## src/rtl/mdu.sv

```systemverilog
// -----------------------------------------------------------------------------
// mdu -- iterative multiply/divide unit for the 5-stage MIPS pipeline.
//
// Accepts MULTU/MULT/DIVU/DIV from the execute stage and runs 32 iterations of
// either shift-add multiply or restoring divide, one per clock. While the
// operation runs, stall_req freezes F, D and E. The result is written into the
// architectural HI/LO registers on the edge that ends the last iteration.
//
// Configuration macro:
//   MDU_SIGNED_EN  defined   -> MULT/DIV strip operand signs on entry and
//                               apply the sign fix-up when HI/LO are written.
//                  undefined -> opE[0] is ignored and MULT/DIV behave exactly
//                               like MULTU/DIVU.
//
// Ports:
//   clk        pipeline clock, rising edge
//   rst        asynchronous active-high reset
//   startE     multiply/divide instruction valid in E
//   opE        00 MULTU, 01 MULT, 10 DIVU, 11 DIV
//   srcaE      rs operand (multiplicand / dividend)
//   srcbE      rt operand (multiplier / divisor)
//   abort      kill the in-flight op; has priority over startE
//   stall_req  freeze F, D and E this cycle (combinational)
//   busy       iterating
//   hi, lo     architectural HI/LO registers
// -----------------------------------------------------------------------------
module mdu (
    input  logic        clk,
    input  logic        rst,
    input  logic        startE,
    input  logic [1:0]  opE,
    input  logic [31:0] srcaE,
    input  logic [31:0] srcbE,
    input  logic        abort,
    output logic        stall_req,
    output logic        busy,
    output logic [31:0] hi,
    output logic [31:0] lo
);

    typedef enum logic [1:0] {IDLE, BUSY, DONE} state_t;

    localparam logic [4:0] LAST = 5'd31;

    state_t      state, state_next;
    logic [4:0]  count;
    logic [63:0] acc;        // mult: {partial product, multiplier}; div: {remainder, quotient}
    logic [63:0] acc_next;
    logic [63:0] res;        // acc_next after sign fix-up, written into hi/lo
    logic [31:0] operand;    // multiplicand or divisor
    logic        is_div;
    logic        start_ok;
    logic [31:0] mag_a, mag_b;
    logic [32:0] sum;
    logic [32:0] rem_sh;

`ifdef MDU_SIGNED_EN
    logic sign_a, sign_b;
    logic neg_main;          // negate product / quotient
    logic neg_rem;           // remainder follows dividend sign

    always_comb begin
        sign_a = opE[0] & srcaE[31];
        sign_b = opE[0] & srcbE[31];
        mag_a  = sign_a ? -srcaE : srcaE;
        mag_b  = sign_b ? -srcbE : srcbE;
    end
`else
    logic op_signed_unused;

    assign op_signed_unused = opE[0];
    assign mag_a = srcaE;
    assign mag_b = srcbE;
`endif

    assign start_ok = startE && !abort;

    // One iteration of the datapath.
    always_comb begin
        // NOTE: every variable written here gets a value first, so no path leaves one unassigned and infers a latch.
        sum      = {1'b0, acc[63:32]} + {1'b0, operand};
        rem_sh   = acc[63:31];
        acc_next = acc;
        if (is_div) begin
            // Restoring step: shift the remainder/quotient pair left, then
            // subtract the divisor if it fits. The shifted remainder is 33
            // bits wide, so the compare is done at 33 bits.
            acc_next = {acc[62:0], 1'b0};
            if (rem_sh >= {1'b0, operand}) begin
                acc_next[63:32] = rem_sh[31:0] - operand;
                acc_next[0]     = 1'b1;
            end
        end else if (acc[0]) begin
            acc_next = {sum, acc[31:1]};
        end else begin
            acc_next = {1'b0, acc[63:1]};
        end
    end

    // Result written on the final iteration.
    always_comb begin
        res = acc_next;
`ifdef MDU_SIGNED_EN
        if (is_div) begin
            if (neg_main) res[31:0]  = -acc_next[31:0];
            if (neg_rem)  res[63:32] = -acc_next[63:32];
        end else if (neg_main) begin
            res = -acc_next;
        end
`endif
    end

    // Next state and stall request.
    always_comb begin
        state_next = state;
        stall_req  = 1'b0;
        unique case (state)
            IDLE: begin
                stall_req = start_ok;
                if (start_ok) state_next = BUSY;
            end
            BUSY: begin
                stall_req = 1'b1;
                if (abort)              state_next = IDLE;
                else if (count == LAST) state_next = DONE;
            end
            // The instruction is still in E during DONE and leaves this cycle,
            // so startE is ignored here.
            DONE:    state_next = IDLE;
            default: state_next = IDLE;
        endcase
    end

    assign busy = (state == BUSY);

    always_ff @(posedge clk or posedge rst) begin
        if (rst) begin
            state    <= IDLE;
            count    <= '0;
            acc      <= '0;
            operand  <= '0;
            is_div   <= 1'b0;
            hi       <= '0;
            lo       <= '0;
`ifdef MDU_SIGNED_EN
            neg_main <= 1'b0;
            neg_rem  <= 1'b0;
`endif
        end else begin
            // NOTE: non-blocking assignments so every register samples values from before this edge.
            state <= state_next;
            unique case (state)
                IDLE: begin
                    if (start_ok) begin
                        count   <= '0;
                        is_div  <= opE[1];
                        acc     <= {32'd0, opE[1] ? mag_a : mag_b};
                        operand <= opE[1] ? mag_b : mag_a;
`ifdef MDU_SIGNED_EN
                        neg_main <= sign_a ^ sign_b;
                        neg_rem  <= sign_a;
`endif
                    end
                end
                BUSY: begin
                    // An abort discards the partial result and leaves hi/lo alone.
                    if (!abort) begin
                        acc   <= acc_next;
                        count <= count + 5'd1;
                        if (count == LAST) begin
                            hi <= res[63:32];
                            lo <= res[31:0];
                        end
                    end
                end
                default: ;
            endcase
        end
    end

endmodule

```

## config.mk

```make
export PLATFORM = sky130hd
export DESIGN_NAME = mdu
export DESIGN_NICKNAME = d
export VERILOG_FILES = /design/src/rtl/mdu.sv
export SDC_FILE = /design/constraint.sdc
export NUM_CORES = 1
export LEC_CHECK = 0
export ABC_AREA = 1
export BUFFER_PORTS_ARGS = -buffer_cell sky130_fd_sc_hd__buf_2
export CAP_MARGIN = 40
export CELL_PAD_IN_SITES_DETAIL_PLACEMENT = 1
export CELL_PAD_IN_SITES_GLOBAL_PLACEMENT = 2
export CORE_ASPECT_RATIO = 0.5
export CORE_UTILIZATION = 35
export DETAILED_ROUTE_END_ITERATION = 6
export GPL_TIMING_DRIVEN = 0
export PLACE_DENSITY = 0.83
export SYNTH_ARGS = -nofsm -noshare
export SYNTH_HDL_FRONTEND = slang
export SYNTH_SLANG_ARGS = --single-unit
```

## constraint.sdc

```tcl
create_clock -name clk -period 11.6 [get_ports clk]
set_input_delay 1.74 -clock clk [delete_from_list [all_inputs] [get_ports clk]]
set_output_delay 1.74 -clock clk [all_outputs]
set_load 0.03 [all_outputs]
```

==> results of run 1 <==
==> layout by cell type, fill, tap and decap left out, drive strengths merged, types with 2 or more instances in the layout <==
cell | synthesis | routed
a21oi | 75 | 75
a31oi | 30 | 30
and2 | 6 | 6
and3 | 4 | 4
buf | 28 | 166
clkbuf | 49 | 66
clkinv | 1 | 7
dfrtp | 168 | 168
diode | 0 | 3
fa | 2 | 2
ha | 66 | 66
inv | 296 | 304
nand2 | 874 | 874
nand3 | 185 | 185
nand3b | 8 | 8
nand4 | 25 | 25
nor2 | 136 | 136
nor3 | 9 | 9
nor4 | 3 | 3
o211ai | 67 | 67
o21ai | 58 | 58
o21bai | 8 | 8
or2 | 4 | 4
xnor2 | 11 | 11
xor2 | 7 | 7
==> synthesized netlist by cell type (7+ instances only) <==
cell type	count
nand2_1	866
o21bai_1	8
o211ai_1	67
nor3_1	8
clkbuf_1	49
xnor2_1	11
nor2_2	9
buf_2	10
xor2_1	7
a21oi_1	73
nand3_1	184
nand4_1	25
o21ai_0	58
dfrtp_1	168
ha_1	66
nor2_1	125
a31oi_1	30
buf_1	14
nand3b_1	8
inv_1	290
==> metal layers <==
metal | GRT usage, % | wire length (microns)
met5 | 0 | 0
met2 | 44.9 | 24200
met4 | 7.47 | 1230
met1 | 43.7 | 28300
met3 | 6.81 | 3930
==> power groups by stage <==
stage	Clock (uW)	Combinational (uW)	Sequential [uW]
after floorplan	0	1490	785
after global placement	0	2100	851
after detailed placement	0	2130	851
after CTS	635	2140	841
after global routing	648	2430	855
final	629	2170	842
==> layout make-up <==
type,count,area (sq um),area share [%]
Tap cell,494,618,4.04
Clock inverter,15,179,1.17
Inverter,297,1120,7.34
Timing Repair Buffer,138,728,4.76
Antenna cell,3,7.51,0.0491
Clock buffer,17,425,2.78
Buffer,77,332,2.17
Sequential cell,168,4200,27.5
Multi-Input combinational cell,1583,7680,50.2
==> metrics by stage <==
stage	cell area, sq um	total power [uW]
2_1_floorplan	13300	2280
3_3_place_gp	14600	2950
3_5_place_dp	14700	2980
4_1_cts	15300	3620
5_1_grt	15300	3930
6_report	15300	3640
==> worst min-delay path, stage by stage, from the launching register on <==
cell and delay [ns]:
dfrtp_1 0.34, nand2_1 0.05, nand2_1 0.05
==> registers in the layout (all words and copies together) (netlist names) <==
signal and cells:
count 5, operand 32, acc 64, hi 32, state 2, is_div 1
lo 32
==> worst max-delay path by stage <==
stage	from	endpoint	depth (start not counted)
global route	abort	stall_req	5
floorplan	rst	acc[0]$_DFFE_PP0P_	1
detailed placement	abort	stall_req	5
finish	abort	stall_req	5
global placement	rst	acc[61]$_DFFE_PP0P_	2
CTS	abort	stall_req	5
==> cell families (layout without fill, tap and decap cells) <==
group,count (synthesis),in the layout,synth area share (%)
AO/OA/AOI/OAI,243,243,11.0
XOR/XNOR,18,18,1.18
adder cells (fa/ha/maj),68,68,6.50
buffers and inverters,374,544,10.9
flip-flops,168,168,31.5
other,0,3,0
AND/OR/NAND/NOR,1254,1254,38.9
==> results.py, run 1 <==
metrics = {
    "synth": {
        "ys_top_cells_by_area": "dfrtp_1, nand2_1, inv_1",
        "ys_seq_elements": 168,
        "synth-warning-count": 0,
        "syn_nets": 2263,
        "synth_top_cell_by_area": "dfrtp_1",
        "synth_flop_cell": "dfrtp_1",
        "synth_cell_type_count": 40,
        "yosysSeqAreaShare_pct": 31.5,
        "syn-cell-area_sq_um": 13300,
        "synth_edf_count": 0,
        "yosysTopAreaCellShare_pct": 31.5,
        "postSynthCellCount": 2125,
        "syn_area_per_cell_sq_um": 6.27,
        "async_flop_share_pct": 100,
    },
    "drt": {
        "antenna_left": 0,
        "viasPerCell": 5.22,
        "drt_iter0_markers": 1117,
        "vias": 14600,
        "wirelength_microns": 57700,
        "drc": 0,
        "dr.pass1.iters": 7,
        "wire_per_inst_microns": 20.7,
    },
    "worst_setup_path": {
        "cp_data_arrival_time_ns": 2.51,
        "path_max_fanout": 8,
        "critPathMaxStageDelay_ns": 0.22,
        "r2r_start": "operand[28]$_DFFE_PP0P_",
        "cp_top_family": "simple AND/OR/NAND/NOR gates",
        "crit_chain": "buf_2, nor2_1, nand2_1, nand2_1, buf_2",
        "start_kind": "input pin",
        "r2r_end": "hi[30]$_DFFE_PP0P_",
        "r2r_cells": 16,
        "slowest_stage": "nand2_1",
        "critical_path_class": "in -> out",
        "critPathBufInv": 2,
        "required_ns": 9.86,
        "r2r_slack_ns": 8.42,
        "crit_path_end_kind": "primary output",
    },
    "placed_design": {
        "portBuffers": 134,
        "placed_cells": 2756,
        "place.gp.congestion": 0.961,
        "pre_cts_slack_ns": 7.36,
        "dp_hpwl_microns": 47000,
    },
    "floorplanning": {
        "dieArea_sq_um": 38900,
        "fp.dieH_microns": 140,
        "ios": 136,
        "die_x_microns": 278,
        "start_util_pct": 35.6,
        "fp-row-count": 50,
        "core_sq_um": 37500,
    },
    "grt": {
        "grt_pass1_vias": 14400,
        "grt_start_max_net_pins": 90,
        "gr-usage-all-layers_pct": 30.1,
        "grt-ovfl-total": 0,
        "grt_pass1_wl_microns": 87700,
        "antenna_found_initial": 6,
    },
    "clock_tree": {
        "clk_path_buf_depth": 2,
        "hold_buffers": 0,
        "cts_root_buf": "clkbuf_16",
        "clk_latency_ns": 0.48,
        "cts_resized": 0,
        "post_cts_buffers": 0,
        "cts_buffers": 17,
        "clk_pin_slew_ns": 0.07,
        "clkSinkCount": 168,
        "cts_tree": "yes",
        "cts_max_level": 4,
    },
    "min_path": {
        "hold_class": "reg -> reg",
        "hold_depth": 2,
        "hold_start": "hi[25]$_DFFE_PP0P_",
        "min_to": "hi[25]$_DFFE_PP0P_",
    },
    "timing": {
        "fmax_ghz": 0.235,
        "drv_slew": 0,
        "period_share_pct": 36.7,
        "fin_skew_ns": 0.0230,
        "rsz0062_at_grt": "false",
        "finalSetupViolations": 0,
        "holdWs_ns": 0.477,
        "fin_setup_tns_ns": 0,
        "setup_slack_ns": 7.35,
        "tightest_slew_ns": 0.911,
        "fin_crit_ns": 4.25,
        "hold_violations": 0,
        "slew_headroom_pct": 39.0,
    },
    "power": {
        "vdd_drop_max_v": 0.0000948,
        "power.leakage_uw": 0.00873,
        "p_comb_share_pct": 59.6,
        "p_int_uw": 1670,
        "clkPwrFrac_pct": 17.3,
        "p_per_area_nw_per_um2": 238,
        "swShare_pct": 54.2,
        "seqPwrFrac_pct": 23.1,
        "net-switching-power_uw": 1970,
    },
    "flow_run": {
        "maxCapViolations": 0,
    },
    "finish": {
        "stdcell_count": 2792,
        "fin_util_pct": 40.8,
        "layout.nets": 2420,
        "n_fill_cell": 5044,
        "drive_gt1_share_pct": 9.50,
        "area_growth_pct": 14.7,
    },
    "outcome": {
        "status": "complete, no violations",
    },
}
Power figures use the tool's default switching activity.
==> inputs of run 2 (changes only) <==
--- a/config.mk
+++ b/config.mk
@@ -11,10 +11,10 @@
 export CELL_PAD_IN_SITES_DETAIL_PLACEMENT = 1
 export CELL_PAD_IN_SITES_GLOBAL_PLACEMENT = 2
 export CORE_ASPECT_RATIO = 0.5
-export CORE_UTILIZATION = 35
+export CORE_UTILIZATION = 30
 export DETAILED_ROUTE_END_ITERATION = 6
 export GPL_TIMING_DRIVEN = 0
-export PLACE_DENSITY = 0.83
+export PLACE_DENSITY = 0.76
 export SYNTH_ARGS = -nofsm -noshare
 export SYNTH_HDL_FRONTEND = slang
 export SYNTH_SLANG_ARGS = --single-unit
==> constraint.sdc (replaced) <==
create_clock -name clk -period 3.6 [get_ports clk]
set_input_delay 0.54 -clock clk [delete_from_list [all_inputs] [get_ports clk]]
set_output_delay 0.54 -clock clk [all_outputs]
set_load 0.03 [all_outputs]
==> run 2 against run 1 <==
Combinational power rose to 3.2 times the previous value. Global-route usage decreased by 3.3 points. Cell count grew 3.4%. Via count down 0.79%. Sequential power rose to 3.2 times the previous value. Count of clock-buffer cells in the layout stayed put. Clock power rose to 3.1 times the previous value. Largest power group unchanged. Highest routed layer is now met5. Hold slack lost 0.13 ns. Clock skew fell by 0.0089 ns. Worst setup slack got worse by 7.0 ns. Non-clock buffer count rose by 4. Critical path type is now reg -> reg. Register-to-register slack lost 8.0 ns.
==> results.py, run 2 (synthesis gave the netlist of run 1 again) <==
metrics = {
    "finish": {
        "n_fill_cell": 5752,
        "top_register": "acc",
        "stdcell_area_sq_um": 15500,
        "final_cell_mix": "nand2_1, inv_1, nand3_1",
        "layout_commonest_cell": "nand2_1",
        "layout.nets": 2424,
        "fin_util_pct": 35.4,
        "seq_area_sq_um": 4200,
        "multi_input_area_sq_um": 7680,
        "largest_reg_flops": 64,
        "area_growth_pct": 16.0,
        "drive_gt1_share_pct": 9.61,
    },
    "drt": {
        "wire_per_inst_microns": 20.6,
        "drt_iter0_markers": 1150,
        "wirelength_microns": 59500,
        "viasPerCell": 5.01,
        "drc": 0,
        "dr.pass1.iters": 5,
        "antenna_left": 0,
        "vias": 14500,
    },
    "floorplanning": {
        "core_sq_um": 43700,
        "dieArea_sq_um": 45300,
        "die_x_microns": 300,
        "ios": 136,
        "fp-row-count": 54,
        "fp.dieH_microns": 151,
        "start_util_pct": 30.5,
    },
    "worst_setup_path": {
        "cp_data_arrival_time_ns": 3.59,
        "r2r_slack_ns": 0.39,
        "cpMostUsedCell": "nand2_1",
        "crit_chain": "inv_1, ha_1, nand2_1, inv_1, nand4_1, nor2_1, nand2_1, nand2_2, nor2_8, nand2_8, buf_6, nand3_1, nand2_1, nand2_1, nand2_1, nand2_1",
        "r2r_start": "operand[28]$_DFFE_PP0P_",
        "path_max_fanout": 10,
        "required_ns": 3.97,
        "cp_top_family": "simple AND/OR/NAND/NOR gates",
        "r2r_end": "hi[30]$_DFFE_PP0P_",
        "critPathBufInv": 3,
        "start_kind": "flop",
        "critPathMaxStageDelay_ns": 0.45,
        "critical_path_class": "reg -> reg",
        "crit_path_end_kind": "flop",
        "critical_path.startpoint": "operand[28]$_DFFE_PP0P_",
        "cp_num_cells": 16,
        "slowest_stage": "dfrtp_1",
        "r2r_cells": 16,
    },
    "clock_tree": {
        "clk_pin_slew_ns": 0.08,
        "clkSinkCount": 168,
        "post_cts_buffers": 0,
        "cts_buffers": 17,
        "cts_root_buf": "clkbuf_16",
        "clk_latency_ns": 0.48,
        "cts_max_level": 4,
        "clk_path_buf_depth": 2,
        "cts_tree": "yes",
    },
    "outcome": {
        "status": "complete, no violations",
    },
    "min_path": {
        "hold_start": "srcaE[4]",
        "hold_class": "in -> reg",
        "hold_depth": 3,
        "min_to": "operand[4]$_DFFE_PP0P_",
    },
    "placed_design": {
        "pre_cts_slack_ns": 0.513,
        "portBuffers": 134,
        "dp_hpwl_microns": 49400,
        "place.gp.congestion": 0.946,
        "place_area_sq_um": 14900,
    },
    "timing": {
        "setup_slack_ns": 0.387,
        "period_share_pct": 89.3,
        "fmax_ghz": 0.311,
        "finalSetupViolations": 0,
        "fin_crit_ns": 3.21,
        "drv_slew": 0,
        "slew_headroom_pct": 45.1,
        "rsz0062_at_grt": "false",
        "fin_skew_ns": 0.0140,
        "hold_violations": 0,
        "tightest_slew_ns": 0.820,
    },
    "grt": {
        "grt_start_max_net_pins": 36,
        "grt-ovfl-total": 0,
        "gr-usage-all-layers_pct": 26.9,
        "grt_pass1_wl_microns": 89400,
        "grt_pass1_vias": 14300,
        "antenna_found_initial": 3,
    },
    "power": {
        "clkPwrFrac_pct": 16.6,
        "p_comb_share_pct": 60.1,
        "power_uw": 11600,
        "p_per_area_nw_per_um2": 753,
        "p_int_uw": 5310,
        "vdd_drop_max_v": 0.000378,
        "power.leakage_uw": 0.00874,
        "seqPwrFrac_pct": 23.4,
        "net-switching-power_uw": 6340,
        "swShare_pct": 54.4,
    },
    "flow_run": {
        "maxCapViolations": 0,
    },
}
[run 2: cell types whose count changed in the layout (fill, tap and decap cells not counted), sizes merged]
cell         change
clkinvlp         +3
bufinv           -1
buf              +3
dlygate4sd3      +1
inv              -2
diode            -2
[run 2: repair_timing]
item,in CTS,in global routing
gates resized for setup,0,0
hold buffers,1,0
hold endpoints to repair,2,0
[run 2: cell type report]
type / instances / share of cell area [%]
Timing Repair Buffer: 142 / 5.20
Inverter: 297 / 7.24
Tap cell: 588 / 4.76
Clock buffer: 17 / 2.75
Antenna cell: 1 / 0.0162
Buffer: 77 / 2.15
Clock inverter: 15 / 1.02
Sequential cell: 168 / 27.2
Multi-Input combinational cell: 1583 / 49.7
[run 2: how the worst max path moves through the flow]
stage and to:
2_1_floorplan acc[0]$_DFFE_PP0P_, 4_1_cts hi[29]$_DFFE_PP0P_, 3_5_place_dp hi[29]$_DFFE_PP0P_, 6_report hi[30]$_DFFE_PP0P_, 3_3_place_gp hi[31]$_DFFE_PP0P_, 5_1_grt hi[29]$_DFFE_PP0P_
[run 2: per-layer routing]
metal | track usage (%) | wire length, microns
met1 | 38.6 | 29600
met2 | 41.1 | 25300
met3 | 5.75 | 3590
met4 | 5.51 | 889
met5 | 1.52 | 97
[run 2: tightest hold or removal path: stages]
cell	delay (ns)
buf_2	0.10
o211ai_1	0.07
o21ai_0	0.07
[run 2: through the flow]
step	TNS, ns	std cells	hold slack [ns]
after global routing	0	2887	0.347
after global placement	-76.11	2847	0.460
after floorplan	0	2125	0.468
after CTS	0	2887	0.333
final	0	2888	0.346
after detailed placement	0	2854	0.454
[run 2: power by group through the flow]
stage / combinational, uW / clock (uW) / sequential [uW]
CTS: 6950 / 1960 / 2730
detailed placement: 6900 / 0 / 2760
global route: 7850 / 2030 / 2760
global placement: 6810 / 0 / 2760
finish: 6990 / 1930 / 2720
floorplan: 4800 / 0 / 2530
==> inputs of run 3 (changes only) <==
--- a/config.mk
+++ b/config.mk
@@ -14,7 +14,7 @@
 export CORE_UTILIZATION = 30
 export DETAILED_ROUTE_END_ITERATION = 6
 export GPL_TIMING_DRIVEN = 0
-export PLACE_DENSITY = 0.76
+export PLACE_DENSITY = 0.85
 export SYNTH_ARGS = -nofsm -noshare
 export SYNTH_HDL_FRONTEND = slang
 export SYNTH_SLANG_ARGS = --single-unit
==> run 3 against run 2 <==
Combinational power hardly changed. Worst setup slack worse by 0.039 ns. Critical endpoint is now acc[61]$_DFFE_PP0P_. Register-to-register slack worse by 0.04 ns. Design area is 0.11% higher. Largest cell class unchanged. Critical path depth stayed put. Via count is 1.1% higher.
==> results.py, run 3 (synthesis gave the netlist of run 1 again) <==
metrics = {
    "finish": {
        "multi_input_area_sq_um": 7680,
        "drive_gt1_share_pct": 9.57,
        "largest_reg_flops": 64,
        "n_fill_cell": 5764,
        "top_register": "acc",
        "final_cell_mix": "nand2_1, inv_1, nand3_1",
        "seq_area_sq_um": 4200,
        "area_growth_pct": 16.1,
        "layout_commonest_cell": "nand2_1",
        "layout.nets": 2423,
    },
    "clock_tree": {
        "cts_max_level": 4,
        "clkSinkCount": 168,
        "cts_buffers": 17,
        "cts_root_buf": "clkbuf_16",
        "clk_path_buf_depth": 2,
        "cts_tree": "yes",
        "clk_pin_slew_ns": 0.08,
        "clk_latency_ns": 0.47,
    },
    "placed_design": {
        "portBuffers": 134,
        "pre_cts_slack_ns": 0.571,
        "place.gp.congestion": 0.959,
        "dp_hpwl_microns": 47900,
    },
    "worst_setup_path": {
        "path_max_fanout": 10,
        "critical_path_class": "reg -> reg",
        "cpMostUsedCell": "nand2_1",
        "cp_data_arrival_time_ns": 3.60,
        "start_kind": "flop",
        "critPathMaxStageDelay_ns": 0.44,
        "slowest_stage": "dfrtp_1",
        "crit_path_end_kind": "flop",
        "required_ns": 3.95,
        "crit_chain": "inv_1, ha_1, nand2_1, inv_1, nand4_1, nor2_1, nand2_1, nand2_2, nor2_8, nand2_8, buf_6, nand3_1, nand2_1, nand2_1, nand2_1, nand2_1",
    },
    "floorplanning": {
        "die_x_microns": 300,
        "ios": 136,
        "core_sq_um": 43700,
        "fp-row-count": 54,
        "fp.dieH_microns": 151,
        "start_util_pct": 30.5,
        "dieArea_sq_um": 45300,
    },
    "timing": {
        "setup_slack_ns": 0.348,
        "fin_crit_ns": 3.25,
        "tightest_slew_ns": 0.921,
        "fmax_ghz": 0.307,
        "rsz0062_at_grt": "false",
        "hold_violations": 0,
        "drv_slew": 0,
        "finalSetupViolations": 0,
        "fin_setup_tns_ns": 0,
        "period_share_pct": 90.3,
        "slew_headroom_pct": 38.6,
        "fin_skew_ns": 0.0224,
    },
    "power": {
        "vdd_drop_max_v": 0.000361,
        "p_int_uw": 5380,
        "clkPwrFrac_pct": 17.0,
        "power.leakage_uw": 0.00875,
        "power_uw": 11700,
        "p_per_area_nw_per_um2": 755,
        "seqPwrFrac_pct": 23.4,
        "p_comb_share_pct": 59.6,
        "net-switching-power_uw": 6300,
        "swShare_pct": 53.9,
    },
    "drt": {
        "wire_per_inst_microns": 20.1,
        "dr.pass1.iters": 5,
        "viasPerCell": 5.06,
        "vias": 14600,
        "drc": 0,
        "antenna_left": 0,
        "drt_iter0_markers": 921,
        "wirelength_microns": 58200,
    },
    "grt": {
        "grt_start_max_net_pins": 37,
        "gr-usage-all-layers_pct": 26.0,
        "antenna_found_initial": 7,
        "grt_pass1_vias": 14600,
        "grt_pass1_wl_microns": 87500,
        "grt-ovfl-total": 0,
    },
    "min_path": {
        "hold_class": "in -> reg",
    },
    "outcome": {
        "status": "complete, no violations",
    },
    "flow_run": {
        "maxCapViolations": 0,
    },
}
## run 3: routing by layer
layer | global-route usage (%) | wire, microns
met5 | 0 | 44
met2 | 40.0 | 25200
met3 | 6.18 | 3740
met4 | 7.22 | 1280
met1 | 36.3 | 27900
## run 3: cell type report
class	count	area share (%)
flip-flops and latches	168	27.2
multi-input cells	1583	49.6
clock inverters	15	1.17
diodes	3	0.0485
plain buffers	77	2.14
inverters	297	7.23
well taps	588	4.75
repair buffers	141	5.12
clock buffers	17	2.75
## run 3: what timing repair did
item / CTS / global route
resized for setup: 0 / 0
endpoints found under the hold margin: 1 / 0
setup buffers: 0 / 0
hold buffers: 1 / 0
## run 3: worst paths after layout
kind / from / to / slack, ns / cells after the start
worst max-delay path: operand[28]$_DFFE_PP0P_ / acc[61]$_DFFE_PP0P_ / 0.35 / 16
worst min-delay path: srcaE[5] / operand[5]$_DFFE_PP0P_ / 0.34 / 3
worst max register to register: operand[28]$_DFFE_PP0P_ / acc[61]$_DFFE_PP0P_ / 0.35 / 16
worst min register to register: hi[12]$_DFFE_PP0P_ / hi[12]$_DFFE_PP0P_ / 0.48 / 2
max in group asynchronous: rst / operand[26]$_DFFE_PP0P_ / 1.91 / 7
min in group asynchronous: rst / hi[9]$_DFFE_PP0P_ / 0.49 / 3
## run 3: metrics by stage
stage	hold slack [ns]	utilization [%]	cells	instance area, sq um
after CTS	0.330	35.4	2886	15500
after global routing	0.349	35.4	2887	15500
after floorplan	0.468	-	2125	13300
final	0.341	35.4	2889	15500
after global placement	0.461	33.7	2847	14700
after detailed placement	0.425	34.0	2853	14900
## run 3: critical path, delay by kind of cell, from the launching register on
family / cells / cell delay, ns
DFF: 1 / 0.44
adders and majority gates: 1 / 0.40
buffers and inverters: 3 / 0.58
and+or+nand+nor: 12 / 1.70
## run 3: power by group through the flow
stage                     clock network [uW]  registers (uW)  logic, uW
after floorplan                            0            2530       4800
after global placement                     0            2750       6700
after detailed placement                   0            2760       6840
after CTS                               2010            2730       6900
after global routing                    2080            2760       7780
final                                   1990            2730       6960
